**src/rtl/bcd_disp_pkg.sv**
```systemverilog
// bcd_disp_pkg: shared segment patterns and digit index type for the BCD display scanner.
package bcd_disp_pkg;
    localparam int N_DIGITS = 3;
    localparam logic [6:0] SEG_0     = 7'h40;
    localparam logic [6:0] SEG_1     = 7'h79;
    localparam logic [6:0] SEG_2     = 7'h24;
    localparam logic [6:0] SEG_3     = 7'h30;
    localparam logic [6:0] SEG_4     = 7'h19;
    localparam logic [6:0] SEG_5     = 7'h12;
    localparam logic [6:0] SEG_6     = 7'h02;
    localparam logic [6:0] SEG_7     = 7'h78;
    localparam logic [6:0] SEG_8     = 7'h00;
    localparam logic [6:0] SEG_9     = 7'h10;
    localparam logic [6:0] SEG_DASH  = 7'h3F;
    localparam logic [6:0] SEG_BLANK = 7'h7F;
    typedef logic [1:0] idx_t;
endpackage

```
**src/rtl/bcd_to_seg7.sv**
```systemverilog
// bcd_to_seg7: nibble to active-low {g,f,e,d,c,b,a} pattern; non-BCD nibbles show a dash.
module bcd_to_seg7
    import bcd_disp_pkg::*;
(
    input  logic [3:0] nibble_i,
    input  logic       blank_i,
    output logic [6:0] seg_o
);
    logic [6:0] pat;
    always_comb begin
        pat = SEG_DASH;
        unique case (nibble_i)
            4'd0: pat = SEG_0;
            4'd1: pat = SEG_1;
            4'd2: pat = SEG_2;
            4'd3: pat = SEG_3;
            4'd4: pat = SEG_4;
            4'd5: pat = SEG_5;
            4'd6: pat = SEG_6;
            4'd7: pat = SEG_7;
            4'd8: pat = SEG_8;
            4'd9: pat = SEG_9;
            default: pat = SEG_DASH;
        endcase
        seg_o = blank_i ? SEG_BLANK : pat;
    end
endmodule

```
**src/rtl/bcd_7seg_scanner.sv**
```systemverilog
// bcd_7seg_scanner: 3-digit multiplexed 7-segment driver, new values swapped in only at frame ends.
// Optional LEADING_ZERO_BLANK_EN blanks leading zero hundreds/tens digits.
module bcd_7seg_scanner
    import bcd_disp_pkg::*;
#(
    parameter int CLK_DIV = 50000,
    parameter int CNT_W   = 20
) (
    input  logic        clk,
    input  logic        rst_n,
    input  logic        enable,
    input  logic [11:0] bcd,
    input  logic        bcd_valid,
    output logic [2:0]  an,
    output logic [6:0]  seg,
    output logic        frame_done
);
    logic [CNT_W-1:0] presc_q, presc_d;
    idx_t             idx_q, idx_d;
    logic [11:0]      pend_q, pend_d, shadow_q, shadow_d;
    logic             pflag_q, pflag_d;
    logic [2:0]       an_q, an_d;
    logic [6:0]       seg_q, seg_d;
    logic             fd_q, fd_d;
    logic             tick, wrap, load, blank;
    logic [3:0]       nib;

    always_comb begin
        tick     = enable && (presc_q == CNT_W'(CLK_DIV - 1));
        wrap     = tick && (idx_q == 2'd2);
        presc_d  = (!enable || tick) ? '0 : presc_q + 1'b1;
        idx_d    = (!enable || wrap) ? '0 : (tick ? idx_q + 1'b1 : idx_q);
        // While blanked there is nothing to tear, so pending is taken over at once.
        load     = pflag_q && (wrap || !enable);
        shadow_d = load ? pend_q : shadow_q;
        pend_d   = bcd_valid ? bcd : pend_q;
        pflag_d  = bcd_valid || (pflag_q && !load);
        fd_d     = wrap;
        an_d     = enable ? ~(3'b001 << idx_q) : 3'b111;
        nib      = (idx_q == 2'd2) ? shadow_q[11:8] : (idx_q == 2'd1) ? shadow_q[7:4] : shadow_q[3:0];
`ifdef LEADING_ZERO_BLANK_EN
        blank    = !enable || (idx_q == 2'd2 && shadow_q[11:8] == 4'd0)
                           || (idx_q == 2'd1 && shadow_q[11:4] == 8'd0);
`else
        blank    = !enable;
`endif
    end

    bcd_to_seg7 u_dec (
        .nibble_i (nib),
        .blank_i  (blank),
        .seg_o    (seg_d)
    );

    always_ff @(posedge clk or negedge rst_n) begin
        if (!rst_n) begin
            presc_q  <= '0;
            idx_q    <= '0;
            pend_q   <= '0;
            pflag_q  <= 1'b0;
            shadow_q <= '0;
            an_q     <= 3'b111;
            seg_q    <= SEG_BLANK;
            fd_q     <= 1'b0;
        end else begin
            presc_q  <= presc_d;
            idx_q    <= idx_d;
            pend_q   <= pend_d;
            pflag_q  <= pflag_d;
            shadow_q <= shadow_d;
            an_q     <= an_d;
            seg_q    <= seg_d;
            fd_q     <= fd_d;
        end
    end

    assign an         = an_q;
    assign seg        = seg_q;
    assign frame_done = fd_q;
endmodule

```
**config.mk**
```make
export PLATFORM = sky130hd
export DESIGN_NAME = bcd_7seg_scanner
export DESIGN_NICKNAME = d
export VERILOG_FILES = /design/src/rtl/bcd_disp_pkg.sv /design/src/rtl/bcd_to_seg7.sv /design/src/rtl/bcd_7seg_scanner.sv
export SDC_FILE = /design/constraint.sdc
export NUM_CORES = 1
export LEC_CHECK = 0
export BUFFER_PORTS_ARGS = -buffer_cell sky130_fd_sc_hd__clkbuf_2
export CORE_MARGIN = 4
export CORE_UTILIZATION = 63
export CTS_CLUSTER_DIAMETER = 30
export DETAILED_ROUTE_END_ITERATION = 12
export PLACE_DENSITY = 0.84
export SYNTH_ARGS = -nofsm -noshare
export SYNTH_HDL_FRONTEND = slang
export SYNTH_SLANG_ARGS = --single-unit
```
**constraint.sdc**
```tcl
create_clock -name clk -period 6.4 [get_ports clk]
set_input_delay 0.64 -clock clk [delete_from_list [all_inputs] [get_ports clk]]
set_output_delay 0.64 -clock clk [all_outputs]
set_load 0.02 [all_outputs]
```
# == Word-level counts from Yosys, hierarchy flattened ==
# Memories as Yosys holds them, arrays and structs flattened.
# Index checks and enable logic that the tools add are counted.
# classes
n_bitwise,1
muxes,7
shifts,1
add_sub_neg,2
reduce_logical,10
eq_ne,3
# ops
op,n
"adder 20 x 1 -> 20 bit, second input constant",1
"equality test 20 x 16 -> 1 bit, second input constant",1
two-way mux 20 bit,1
two-way mux 4 bit,2
two-way mux 7 bit,1
logical AND 1 bit,4
two-way mux 2 bit,2
logical OR 1 bit,3
two-way mux 3 bit,1
NOT 3 bit,1
"<< shifter 1 x 2 -> 3 bit, first input constant",1
"adder 2 x 1 -> 2 bit, second input constant",1
"equality test 2 x 1 -> 1 bit, second input constant",1
"equality test 2 bit, second input constant",1
zero test 1 bit,2
nonzero test 2 bit,1
# totals
in_bits,16
n_memories,1
word_cells,33
out_inout_bits,11
romBits,112
register_bits,58
# mem_list
memory,words,word_bits,read_ports,rd_ports_with_merged_regs,write_ports,line_no,rtl
(no name shown),16,7,1,0,0,bcd_to_seg7.sv:12,unique case (nibble_i)

# == Depth between registers and ports, before layout ==
# Gate-level depths: netlist of run 1.
# depth
ltp_word,8
mapped_depth,11
mapped_depth_nobuf,10

# == By module ==
# A second synthesis of run 1 with hierarchy kept.
# hier_totals
hier_cells,247
area_unflattened_um2,2766.4
# by_module_without_submodules
mod,seq_area_each_um2,area_each_um2,cells_per_inst,n_inst
bcd_7seg_scanner,1463.9,2533.7,212,1
bcd_to_seg7,0.0,232.7,35,1

# == Worst setup path after synthesis of run 1 ==
# No wires, ideal clock.
# synth_path
path_kind,flip-flop to flip-flop
start,reg idx_q[1]
end,"reg seg_q[4], in the netlist seg[4]"
setup_ns,0.062
path_slack_ns,3.951
arrival_ns,2.387
path_buffers,1
required_time_ns,6.338
synth_period_minus_slack_ns,2.449
stages_incl_launch_ff,11
cell_sequence,dfrtp_1 inv_1 ha_1 clkbuf_1 mux2_2 mux2i_1 inv_1 ha_1 a211o_1 a21oi_1 o31a_1
# synth_via
elab_chain_cells,5
elab_cells_between_ends,6
classes_between,2 x eq/ne; 3 x mux; 1 x memory
# synth_rtl
element,line_no,rtl
from (decl),bcd_7seg_scanner.sv:19,"idx_t idx_q, idx_d;"
from (signal assigned),bcd_7seg_scanner.sv:67,idx_q <= idx_d;
equality test 2 x 1 -> 1 bit,bcd_7seg_scanner.sv:40,nib = (idx_q == 2'd2) ? shadow_q[11:8] : (idx_q == 2'd1) ? shadow_q[7:4] : shadow_q[3:0];
two-way mux 4 bit,bcd_7seg_scanner.sv:40,
two-way mux 4 bit (*),bcd_7seg_scanner.sv:40,
memory read (16 x 7 bit) (*),--,
two-way mux 7 bit (*),bcd_to_seg7.sv:25,seg_o = blank_i ? SEG_BLANK : pat;
named net seg_d[4],bcd_7seg_scanner.sv:23,"logic [6:0] seg_q, seg_d;"
to (signal assigned),bcd_7seg_scanner.sv:72,seg_q <= seg_d;
to (decl),bcd_7seg_scanner.sv:23,
# Mark *: on every way through the listed nets, which the timed path passes. The rest lies on a longest branch.
# A chain may end at the register's enable or synchronous reset.

# == Final worst setup path of run 1 ==
# Same ends and word-level chain as after synthesis.

==> qor.yml, run 1 <==
cts_setup_buffers: 0
ys_types: 41
cts_buffer_depth: 2
synth_warnings: 0
finalSetupViolations: 0
finalCriticalPeriod_ns: 2.661
r2r_start: "idx_q[1]$_DFFE_PN0P_"
cts_resized: 0
grt.total_usage: 0.2207
slew_viol_final: 0
finClkSkew_ns: 0.005689
initial_core_util: 0.6715
post-route-period-util: 0.4158
critPathMaxFanout: 7
clk_latency_ns: 0.33
async_flop_share: 1.000
dieArea_um2: 5544
num_antenna_cells: 0
startpoint: "idx_q[1]$_DFFE_PN0P_"
h-tree-depth: 3
first_iter_violations: 183
cellPowerDensity_nw_per_um2: 272.5
grt_pass1_vias: 1872
total_leakage_power_nw: 1.309
hold_viol: 0
maxCapViolations: 0
route.detailed.drc: 0
hold_path_class: "in2async"
synth-seq-cells: 58
whs_ns: 0.4286
die_y_um: 74.46
cts-root-buf: "clkbuf_8"
fin_cells: 327
wl_per_cell_um: 15.86
antenna_found_initial: 0
end_kind: "register"
setup_tns_ns: 0
critPathRequiredTime_ns: 6.68
syn_area_um2: 2783
cpMaxStageDelayCell: "mux2i_1"
num-nets-final: 298
avgSynthCellArea_um2: 11.36
slew_headroom: 0.4667
ant_nets: 0
num_vias: 1919
drive_gt1_frac: 0.2960
slowest_delay_ns: 0.42
synth-edff-count: 0
status: "complete, no violations"
critPathKind: "reg2reg"
path_clk_slew_ns: 0.06
crit_arrival_ns: 2.94
tightest_slew_ns: 0.7972
dp_hpwl_um: 3531
fill_cells: 289
multi_input_area_um2: 1225
grt_overflow: 0
syn_inst: 245
cts_buffers: 9
place_congestion: 0.8320
area_growth_pct: 11.56
startpoint_type: "register"
cts_tree: "yes"
io_pins: 27
grt_max_degree: 59
rsz0062_at_grt: "no"
ctsHoldBuffers: 0
io_buffers: 26
clkSinkCount: 58
vias_per_cell: 5.869
placed_cells: 312
fmax_mhz: 375.7
synth_nets: 270
core_area_um2: 4144
synth_ff_type: "dfrtp_1"
wirelength_um: 5186
path_cells: "inv_1 -> ha_1 -> mux2_2 -> mux2i_1 -> inv_1 -> ha_1 -> a211o_1 -> a21oi_1 -> o31a_1"
first_pass_iters: 4
grt_pass1_wl_um: 9052
rows: 23
max-vdd-ir-drop_v: 0.0001616
die_w_um: 74.46
seq_area_um2: 1464
ys_seq_area_frac: 0.5261
path summary, 6_finish.rpt:
check | cells after the start | slack [ns] | to
max | 9 | 3.74 | seg[4]$_DFF_PN1_
min | 2 | 0.43 | presc_q[11]$_DFF_PN0_
max reg2reg | 9 | 3.74 | seg[4]$_DFF_PN1_
min reg2reg | 1 | 0.48 | presc_q[0]$_DFF_PN0_
max in group asynchronous | 2 | 5.48 | pend_q[5]$_DFFE_PN0P_
min in group clk | 1 | 0.48 | presc_q[0]$_DFF_PN0_
power breakdown:
part           internal [mW]  switching (mW)
registers              0.408          0.0222
clock network          0.157           0.135
logic                 0.0545          0.0687
total                  0.620           0.226
state kept, by name (all words and copies together) (netlist names):
name	count
pend_q	12
shadow_q	12
pflag_q	1
presc_q	20
idx_q	2
seg	7
frame_done	1
an	3
layout make-up:
class                   instances  area share
well taps                      50     0.02015
inverters                      12     0.01451
multi-input cells             165      0.3946
flip-flops and latches         58      0.4716
clock inverters                 3    0.004837
repair buffers                 27     0.04434
clock buffers                  12     0.04998
through the flow:
stage,total power [mW],area (µm²),util,setup slack (ns)
3_5_place_dp,0.5592,2934,0.7080,3.768
6_report,0.8459,3104,0.7491,3.739
2_1_floorplan,0.5178,2783,-,3.951
5_1_grt,0.8863,3104,0.7491,3.465
3_3_place_gp,0.5531,2934,0.7080,3.869
4_1_cts,0.8532,3104,0.7491,3.742
synthesized netlist by cell type, drive strengths merged, types with 2 or more instances:
cell type,count,area share
dfrtp,48,0.43
mux2,26,0.11
nor2,23,0.031
nand2,18,0.024
xnor2,13,0.041
inv,12,0.016
dfstp,10,0.094
ha,9,0.040
a21oi,8,0.014
clkbuf,8,0.011
mux2i,8,0.029
nand3,8,0.014
nand4,7,0.018
nor4,7,0.016
nor3,4,0.0072
o21a,3,0.0081
o21ai,3,0.0067
or3,3,0.0067
or4,3,0.0094
a31oi,2,0.0045
buf,2,0.0067
nand2b,2,0.0045
nand3b,2,0.0054
o211ai,2,0.0054
xor2,2,0.0063
critical path: cells and delay by family, from the launching register on:
kind	cells	cell delay, ns
flip-flops	1	0.39
buffers and inverters	2	0.22
AO/OA/AOI/OAI	3	0.56
multiplexers	2	0.80
adder cells (fa/ha/maj)	2	0.63
metal layers:
metal | track usage | wire length (µm)
met1 | 0.3138 | 2394
met2 | 0.3132 | 2379
met3 | 0.04865 | 286
met4 | 0.1245 | 125
met5 | 0 | 0
cells in the final DEF, fill, tap and decap left out, types with 7 or more instances in the layout:
| cell type | n |
|---|---|
| a21oi_1 | 8 |
| ha_1 | 9 |
| nand3_1 | 8 |
| nand2_1 | 18 |
| dfrtp_1 | 48 |
| dfstp_2 | 10 |
| mux2i_1 | 8 |
| clkbuf_8 | 11 |
| inv_1 | 12 |
| nor4_1 | 7 |
| xnor2_1 | 13 |
| nor2_1 | 23 |
| mux2_2 | 26 |
| clkbuf_2 | 26 |
cells by family after synthesis:
logic type                 after synthesis  synth area share
AOI/OAI and AO/OA                       25           0.06700
xor gates and xnor gates                15           0.04721
adders and majority gates                9           0.04047
buffers and inverters                   22           0.03372
DFF                                     58            0.5261
muxes                                   34            0.1340
and+or+nand+nor                         82            0.1515
(Power assumes the default switching activity.)
==> run 2, diff against run 1 <==
Settings changed: CORE_UTILIZATION 63 to 58, PLACE_DENSITY 0.84 to 0.78.
Clock period 6.4 ns to 2.5 ns, I/O delays scaled along.
==> run 2 against run 1 <==
Compared with the run above:
- first-iteration DRC count decreased by 36%
- largest cell class unchanged
- register-to-register slack got worse by 3.6 ns
- worst setup slack lost 3.6 ns
- sequential share of layout area fell by 1.9 points
- sequential power grew to 2.5 times the previous value
- global-route usage shrank 2.4 points
- final cell count up 4.0%
- highest routed layer unchanged
- die area increased by 7.7%
- critical path type unchanged
- non-clock buffer count increased by 10
- total power grew to 2.8 times the previous value
==> qor.yml, run 2 (synthesis gave the netlist of run 1 again) <==
core_area_um2: 4504
drive_gt1_frac: 0.3229
cts_tree: "yes"
largest_register_ffs: 20
post-route-period-util: 0.9260
r2r_setup_slack_ns: 0.19
initial_core_util: 0.6178
cts_buffers: 9
top_register: "presc_q"
hold_path_class: "in2reg"
clkSinkCount: 58
p_comb_frac: 0.140
status: "complete, no violations"
cellPowerDensity_nw_per_um2: 735.0
rsz0062_at_grt: "no"
cts_setup_buffers: 0
grt_max_degree: 27
power_switching_mw: 0.5990
cts_resized: 0
end_kind: "register"
maxCapViolations: 0
wl_per_cell_um: 15.57
hold_viol: 0
path_clk_slew_ns: 0.06
finalSetupViolations: 0
critPathRequiredTime_ns: 2.72
cts-root-buf: "clkbuf_8"
tightest_slew_ns: 0.7522
slew_headroom: 0.4842
area_growth_pct: 16.14
first_pass_iters: 4
setup_tns_ns: 0
final_common_cell: "dfrtp_1"
fill_cells: 333
first_iter_violations: 117
seqPwrFrac: 0.460
io_buffers: 26
total_leakage_power_nw: 1.381
ctsHoldBuffers: 1
num_vias: 1952
crit_arrival_ns: 2.53
die_w_um: 77.27
num-nets-final: 308
wirelength_um: 5294
finClkSkew_ns: 0.007683
num_antenna_cells: 0
max-vdd-ir-drop_v: 0.0005328
whs_ns: 0.1457
place_congestion: 0.8319
cts_buffer_depth: 2
internal_power_mw: 1.777
grt.total_usage: 0.1963
final_cell_mix: "48 x dfrtp_1, 26 x mux2_2, 26 x clkbuf_2"
critPathKind: "reg2reg"
reg.largest.list: "presc_q (20), pend_q (12), shadow_q (12)"
finalCriticalPeriod_ns: 2.315
startpoint_type: "register"
grt_pass1_vias: 1974
die_y_um: 77.27
ant_nets: 0
switching_share: 0.2522
clk_latency_ns: 0.34
route.detailed.drc: 0
h-tree-depth: 3
critPathMaxFanout: 12
dpl-instance-area_um2: 3004
grt_pass1_wl_um: 9121
dp_hpwl_um: 3707
fmax_mhz: 432.0
antenna_found_initial: 0
io_pins: 27
slew_viol_final: 0
pwr-share-clk: 0.400
grt_overflow: 0
rows: 24
dieArea_um2: 5970
vias_per_cell: 5.741
design_area_um2: 3232
-- run 2: worst max-delay path, stage by stage (launching register included) --
cell and delay (ns):
dfrtp_1 0.41, ha_1 0.23, nand4_1 0.15, or4_4 0.47, o41ai_4 0.34, buf_4 0.25, mux2_2 0.35
-- run 2: cell type report --
type                    count  area (µm²)  share of cell area
inverters                  12       45.04             0.01394
repair buffers             37       215.2             0.06659
well taps                  52       65.06             0.02013
flip-flops and latches     58        1464              0.4530
clock buffers              10       137.6             0.04259
clock inverters             6       80.08             0.02478
multi-input cells         165        1225              0.3790
-- run 2: path summary, 6_finish.rpt --
path                                        startpoint                      end  cells past startpoint
max in group asynchronous                        rst_n         seg[6]$_DFF_PN1_                      3
worst max-delay path              presc_q[0]$_DFF_PN0_  shadow_q[9]$_DFFE_PN0P_                      6
worst max register to register    presc_q[0]$_DFF_PN0_  shadow_q[9]$_DFFE_PN0P_                      6
worst min register to register  pend_q[11]$_DFFE_PN0P_   pend_q[11]$_DFFE_PN0P_                      1
worst min-delay path                            bcd[0]    pend_q[0]$_DFFE_PN0P_                      2
min in group asynchronous                        rst_n    presc_q[11]$_DFF_PN0_                      2
-- run 2: power groups by stage --
stage          registers [mW]  clock network (mW)  logic (mW)
3_3_place_gp             1.11                   0       0.319
5_1_grt                  1.11                1.01       0.368
4_1_cts                  1.09               0.964       0.335
6_report                 1.09               0.951       0.332
2_1_floorplan            1.13                   0       0.193
3_5_place_dp             1.11                   0       0.330
-- run 2: per-stage QoR --
| stage | std cells | power, mW | setup WS (ns) | util |
|---|---|---|---|---|
| final | 340 | 2.376 | 0.1851 | 0.7175 |
| after global routing | 340 | 2.485 | 0.02444 | 0.7175 |
| after CTS | 340 | 2.393 | 0.1845 | 0.7175 |
| after detailed placement | 323 | 1.441 | 0.2116 | 0.6669 |
| after global placement | 323 | 1.425 | 0.2682 | 0.6669 |
| after floorplan | 245 | 1.326 | 0.05114 | - |
-- run 2: per-layer routing --
metal / vias to the layer above / share of wire / track usage
met5: - / 0 / 0
met3: 9 / 0.047 / 0.03981
met4: 0 / 0.022 / 0.1014
li1: 938 / - / -
met1: 953 / 0.48 / 0.2723
met2: 52 / 0.46 / 0.2910
